$ cat src/rtl/fifo_stream_reader.sv
// fifo_stream_reader: fetches words from a 1-cycle-latency FIFO into a 2-entry
// in-order buffer and presents them as a valid/ready stream with a delivery count.
module fifo_stream_reader #(
  parameter int DATA_WIDTH = 16,
  parameter int CNT_WIDTH  = 16
) (
  input  logic                  clk,
  input  logic                  reset_n,
  input  logic                  enable,
  input  logic                  empty,
  input  logic                  underflow,
  input  logic [DATA_WIDTH-1:0] data_out,
  output logic                  read_en,
  output logic                  m_valid,
  output logic [DATA_WIDTH-1:0] m_data,
  input  logic                  m_ready,
  input  logic                  clear_err,
  output logic                  err_underflow,
  output logic [CNT_WIDTH-1:0]  rd_count,
  output logic                  busy
);
  typedef enum logic [1:0] {IDLE, RUN, DRAIN} state_t;
  state_t state, state_nx;
  logic [DATA_WIDTH-1:0] buf0, buf1, buf0_nx, buf1_nx;
  logic [1:0] occ, level;
  logic inflight, pop, wr_head, wr_tail;
  always_comb begin
    state_nx = state;
    pop = (occ != 2'd0) && m_ready;
    level = occ + {1'b0, inflight} - {1'b0, pop};
    // level counts words held after this edge, including the one landing now
    read_en = (state == RUN) && !empty && (level < 2'd2);
    wr_head = inflight && (occ == {1'b0, pop});
    wr_tail = inflight && !wr_head;
    buf0_nx = wr_head ? data_out : (pop ? buf1 : buf0);
    buf1_nx = wr_tail ? data_out : buf1;
    if (enable) state_nx = RUN;
    else if (state == RUN) state_nx = DRAIN;
    else if (state == DRAIN && occ == 2'd0 && !inflight) state_nx = IDLE;
  end
  always_ff @(posedge clk or negedge reset_n) begin
    if (!reset_n) begin
      state <= IDLE;
      occ <= 2'd0;
      inflight <= 1'b0;
      buf0 <= '0;
      buf1 <= '0;
      rd_count <= '0;
      err_underflow <= 1'b0;
    end else begin
      state <= state_nx;
      occ <= level;
      inflight <= read_en;
      buf0 <= buf0_nx;
      buf1 <= buf1_nx;
      rd_count <= rd_count + {{(CNT_WIDTH-1){1'b0}}, pop};
      err_underflow <= underflow || (err_underflow && !clear_err);
    end
  end
  assign m_valid = (occ != 2'd0);
  assign m_data = buf0;
  assign busy = (state != IDLE);
endmodule
$ cat config.mk
export PLATFORM = sky130hd
export DESIGN_NAME = fifo_stream_reader
export DESIGN_NICKNAME = d
export VERILOG_FILES = /design/src/rtl/fifo_stream_reader.sv
export SDC_FILE = /design/constraint.sdc
export NUM_CORES = 1
export LEC_CHECK = 0
export CAP_MARGIN = 40
export CORE_ASPECT_RATIO = 1.25
export CORE_MARGIN = 4
export CORE_UTILIZATION = 31
export DETAILED_ROUTE_END_ITERATION = 10
export SLEW_MARGIN = 20
export SYNTH_ARGS = -nofsm -noshare
export SYNTH_HDL_FRONTEND = slang
export SYNTH_SLANG_ARGS = --single-unit
$ cat constraint.sdc
create_clock -name clk -period 6.5 [get_ports clk]
set_clock_uncertainty 0.2 [all_clocks]
set_input_delay 0.975 -clock clk [delete_from_list [all_inputs] [get_ports clk]]
set_output_delay 0.975 -clock clk [all_outputs]
set_load 0.03 [all_outputs]
==> impl_metrics.toml, run 1 <==
[floorplan]
coreArea_sq_um = 7100
start_util = 0.326
die_h_um = 105
die_area_sq_um = 8920
die_x_um = 85.3
io-pin-count = 59
rows = 34

[synthesis]
synth.yosys.seq_area_share = 0.584
syn_area_per_cell_sq_um = 12.5
async_flop_share = 1.00
synth_seq_cells = 54
ys.warnings.count = 0
mappedNetlistArea_sq_um = 2310
synth_edf_count = 0
netlist_instances = 185
synth_flop_cell = "dfrtp_1"
ys_types = 33
synthesis.nets = 211

[routing]
dr.pass1.iters = 4
routed-via-count = 1556
ant_nets = 0
drc_errors = 0
avgViaCountPerCell = 4.59
drt-total-wl_um = 4450
drtIter0Drc = 60
wl_per_cell_um = 13.1

[timing]
slew_headroom = 0.542
min_period_over_period = 0.713
setup_violations = 0
post-route-min-period_ns = 4.64
tightest_slew_ns = 0.687
max_freq_ghz = 0.216
hold_viol = 0
rsz0062_at_grt = "false"
setup-tns-final_ns = 0
drv_slew = 0

[finish]
nets = 274
final_util = 0.440
diodes = 0
synthToLayoutAreaGrowth_pct = 35.0
final_area_sq_um = 3120
drive_gt1_frac = 0.0884
final_cell_count_no_fill = 339

[global_routing]
grt-ovfl-total = 0
grt_max_degree = 55
grt_pass1_wl_um = 7860
grt_pass1_vias = 1621
grt_antenna_before_repair = 0
track_usage = 0.108

[worst_hold_path]
hold_path_depth = 1
min_to = "rd_count[15]$_DFF_PN0_"
hp-class = "reg -> reg"
hold_start = "rd_count[15]$_DFF_PN0_"

[power]
internal_power_uw = 837
finalPower_mw = 1.33
pwr_density_cell_nw_per_um2 = 426
combPwrFrac = 0.418
p_clk_frac = 0.165
switching_share = 0.372
netSwitchingPower_uw = 495
ir_drop_v = 0.000184
seq_power_share = 0.417
p_leak_nw = 1.33

[cts]
post-cts-setup-buffers = 0
worstSkewPairLatency_ns = 0.30
path_clk_slew_ns = 0.09
cts_tree = "done"
holdBufCountCts = 0
numCtsBuffers = 5
cts_buffer_depth = 2
htreeDepth = 2
clkSinkCount = 54
cts-root-buf = "clkbuf_8"
post_cts_resize_count = 0

[critical_path]
crit-reg2reg-launch = "occ[1]$_DFF_PN0_"
rr_worst_depth = 8
crit_buf_inv = 3
rrSetupSlack_ns = 4.08
critical_path_required_ns = 5.32
worst_ep_arrival_time_ns = 3.46
worst_path_largest_cell_delay_ns = 0.74
critical_path_class = "in -> out"
cp_top_family = "buffers and inverters"
crit_path_frequent_cell = "clkdlybuf4s50_1"
critPathMaxFanout = 20
worstPathCellList = "clkdlybuf4s50_1 > o21a_1 > buf_4 > xor2_1 > ha_1 > xnor2_1 > nor4b_1 > clkdlybuf4s50_1"
slowest_stage = "clkdlybuf4s50_1"
worstSetupEndpointType = "primary output"
startpoint_type = "input port"
r2r_end = "rd_count[14]$_DFF_PN0_"

[placed_design]
place_area_sq_um = 3020
dp_hpwl_um = 3230
dp.cells = 331
gp_congestion = 0.681
numPortBuffers = 58

[status]
status = "finished clean"

[flow_run]
cap_violations = 0
-- layer usage --
layer  track usage  part of all wire  vias up
met5             0                 0        -
met2         0.183              0.49       41
met1         0.132              0.44      744
met4        0.0373             0.014        0
met3        0.0299             0.055        5
li1              -                 -      766
-- cell type report --
| type | instances | area, sq um |
|---|---|---|
| clock buffers | 5 | 68.8 |
| clock inverters | 3 | 40.0 |
| fillers | 684 | 3980 |
| inverters | 3 | 11.3 |
| multi-input cells | 122 | 927 |
| flip-flops and latches | 54 | 1350 |
| well taps | 90 | 113 |
| repair buffers | 62 | 613 |
-- kinds of logic (layout without fill, tap and decap cells) --
family | count (synthesis) | after routing | synth area share
AO/OA/AOI/OAI | 22 | 22 | 0.0524
XOR/XNOR | 16 | 16 | 0.0605
adder cells (fa/ha/maj) | 3 | 3 | 0.0162
buffers and inverters | 9 | 73 | 0.0184
flip-flops | 54 | 54 | 0.584
multiplexers | 32 | 32 | 0.147
AND/OR/NAND/NOR | 49 | 49 | 0.122
-- cells in the mapped netlist, drive strengths merged (4+ instances only) --
cell type	count	area share
mux2i	16	0.069
nand3	6	0.013
mux2	16	0.078
xnor2	10	0.038
xor2	6	0.023
o21ai	17	0.038
dfrtp	54	0.58
nand2	20	0.032
or2	4	0.011
-- sequential cells by signal, summed over array words and instances (netlist names) --
| name | flops |
|---|---|
| buf1 | 16 |
| m_data | 16 |
| rd_count | 16 |
| occ | 2 |
| state | 2 |
| err_underflow | 1 |
| inflight | 1 |
-- worst max-delay path by stage --
stage | slack (ns) | to | start | depth (start not counted)
floorplan | 2.33 | read_en | m_ready | 7
global placement | 1.87 | read_en | m_ready | 8
detailed placement | 1.79 | read_en | m_ready | 8
CTS | 1.79 | read_en | m_ready | 8
global route | 1.69 | read_en | m_ready | 8
finish | 1.86 | read_en | m_ready | 8
-- cells in the final DEF (no fill, tap or decap), drive strengths merged, types with 2 or more instances in the layout --
cell type	netlist	routed
or2	4	4
nand4	3	3
nand3	6	6
clkinv	0	2
buf	3	5
o21ai	17	17
xor2	6	6
a21oi	2	2
a21o	2	2
ha	3	3
mux2i	16	16
clkbuf	3	5
nand2	20	20
dfrtp	54	54
nor4	3	3
mux2	16	16
nor3	2	2
nor2	3	3
clkdlybuf4s50	0	57
xnor2	10	10
inv	3	3
-- per-stage QoR --
| step | setup WS, ns | hold slack (ns) |
|---|---|---|
| after floorplan | 2.33 | 0.264 |
| after global placement | 1.87 | 0.258 |
| after detailed placement | 1.79 | 0.262 |
| after CTS | 1.79 | 0.275 |
| after global routing | 1.69 | 0.305 |
| final | 1.86 | 0.268 |
-- power groups by stage --
stage | sequential, mW | combinational [mW] | clock [mW]
floorplan | 0.675 | 0.224 | 0
global placement | 0.562 | 0.556 | 0
detailed placement | 0.563 | 0.570 | 0
CTS | 0.558 | 0.570 | 0.234
global route | 0.577 | 0.605 | 0.248
finish | 0.555 | 0.556 | 0.220
(Power assumes the default switching activity.)
==> inputs of run 2 (changes only) <==
==> constraint.sdc (replaced) <==
create_clock -name clk -period 4.8 [get_ports clk]
set_clock_uncertainty 0.2 [all_clocks]
set_input_delay 0.72 -clock clk [delete_from_list [all_inputs] [get_ports clk]]
set_output_delay 0.72 -clock clk [all_outputs]
set_load 0.03 [all_outputs]
==> impl_metrics.toml, run 2 (synthesis results as in run 1) <==
[timing]
post-route-min-period_ns = 3.29
hold_viol = 0
rsz0062_at_grt = "false"
min_period_over_period = 0.684
tightest_slew_ns = 0.674
setup_ws_ns = 1.51
setup-tns-final_ns = 0
drv_slew = 0
setup_violations = 0
hold-worst-slack_ns = 0.278
max_freq_ghz = 0.304
slew_headroom = 0.551

[critical_path]
worst_ep_arrival_time_ns = 2.37
critPathMaxFanout = 4
worstPathCellList = "clkdlybuf4s50_1 > o21a_1 > xor2_1 > ha_1 > xnor2_1 > nor4b_1 > buf_4"
critical_path_required_ns = 3.88
worstSetupEndpointType = "primary output"
slowest_stage = "clkdlybuf4s50_1"
startpoint_type = "input port"
worst_path_largest_cell_delay_ns = 0.51
critical_path_class = "in -> out"

[finish]
layout_commonest_cell = "clkdlybuf4s50_1"
nets = 274
fill_cells = 671
final_area_sq_um = 3130
multi_input_area_sq_um = 927
synthToLayoutAreaGrowth_pct = 35.0
diodes = 0
drive_gt1_frac = 0.0924
register_area_sq_um = 1350
final_cell_count_no_fill = 339
final_util = 0.440
final_cell_mix = "clkdlybuf4s50_1, dfrtp_1, nand2_1"

[routing]
ant_nets = 0
routed-via-count = 1591
drt-total-wl_um = 4550
wl_per_cell_um = 13.4
drtIter0Drc = 38
dr.pass1.iters = 4
avgViaCountPerCell = 4.69
drc_errors = 0

[cts]
cts_buffer_depth = 2
path_clk_slew_ns = 0.09
holdBufCountCts = 0
cts-root-buf = "clkbuf_8"
cts_tree = "done"
worstSkewPairLatency_ns = 0.29
post_cts_resize_count = 0
numCtsBuffers = 5
htreeDepth = 2
clkSinkCount = 54
post-cts-setup-buffers = 0

[placed_design]
dp.cells = 331
dp_slack_ns = 1.45
numPortBuffers = 58
gp_congestion = 0.670
dp_hpwl_um = 3280
place_area_sq_um = 3020

[power]
pwr_density_cell_nw_per_um2 = 578
ir_drop_v = 0.000244
p_leak_nw = 1.33
netSwitchingPower_uw = 673
internal_power_mw = 1.13
seq_power_share = 0.416
switching_share = 0.373
combPwrFrac = 0.417
p_clk_frac = 0.167
finalPower_mw = 1.81

[global_routing]
grt_pass1_vias = 1654
track_usage = 0.109
grt-ovfl-total = 0
grt_pass1_wl_um = 7860
grt_antenna_before_repair = 0
grt_max_degree = 55

[floorplan]
start_util = 0.326
die_area_sq_um = 8920
coreArea_sq_um = 7100
die_h_um = 105
io-pin-count = 59
rows = 34
die_x_um = 85.3

[worst_hold_path]
hp-class = "reg -> reg"

[flow_run]
cap_violations = 0

[status]
status = "finished clean"
[run 2: changes by cell type in the layout (fill, tap and decap cells not counted), sizes merged]
| cell | previous run | this run |
|---|---|---|
| buf | 5 | 6 |
| clkdlybuf4s50 | 57 | 56 |
[run 2: power by group through the flow]
stage	clock, mW	combinational (mW)	sequential (mW)
final	0.301	0.754	0.752
after global routing	0.329	0.818	0.783
after CTS	0.317	0.772	0.756
after detailed placement	0	0.771	0.764
after global placement	0	0.751	0.763
after floorplan	0	0.304	0.914
[run 2: final cells by class]
class,count,share of cell area
inverter,3,0.00360
sequential,54,0.432
timing repair buffer,62,0.197
clock buffer,5,0.0220
tap,90,0.0360
clock inverter,3,0.0128
multi-input combinational,122,0.297
[run 2: final timing paths]
| check | slack, ns | end | from | cells past startpoint |
|---|---|---|---|---|
| worst max-delay path | 1.51 | read_en | m_ready | 7 |
| worst min-delay path | 0.28 | rd_count[15]$_DFF_PN0_ | rd_count[15]$_DFF_PN0_ | 1 |
| worst max register to register | 2.38 | rd_count[14]$_DFF_PN0_ | occ[1]$_DFF_PN0_ | 8 |
| worst min register to register | 0.28 | rd_count[15]$_DFF_PN0_ | rd_count[15]$_DFF_PN0_ | 1 |
| max in group asynchronous | 3.61 | buf1[15]$_DFFE_PN0P_ | reset_n | 2 |
| min in group asynchronous | 0.33 | occ[1]$_DFF_PN0_ | reset_n | 2 |
[run 2: routing by layer]
metal  GRT usage  vias up  routed length (um)
met1       0.129      780                1890
met3      0.0354        5                 294
met4      0.0373        0                  62
met2       0.185       41                2300
met5           0        -                   0
li1            -      765                   -
[run 2: critical path: cells and delay by family]
kind / cells / cell delay [ns]
adders and majority gates: 1 / 0.17
AOI/OAI and AO/OA: 1 / 0.17
and+or+nand+nor: 1 / 0.33
buffers and inverters: 2 / 0.74
xor gates and xnor gates: 2 / 0.23
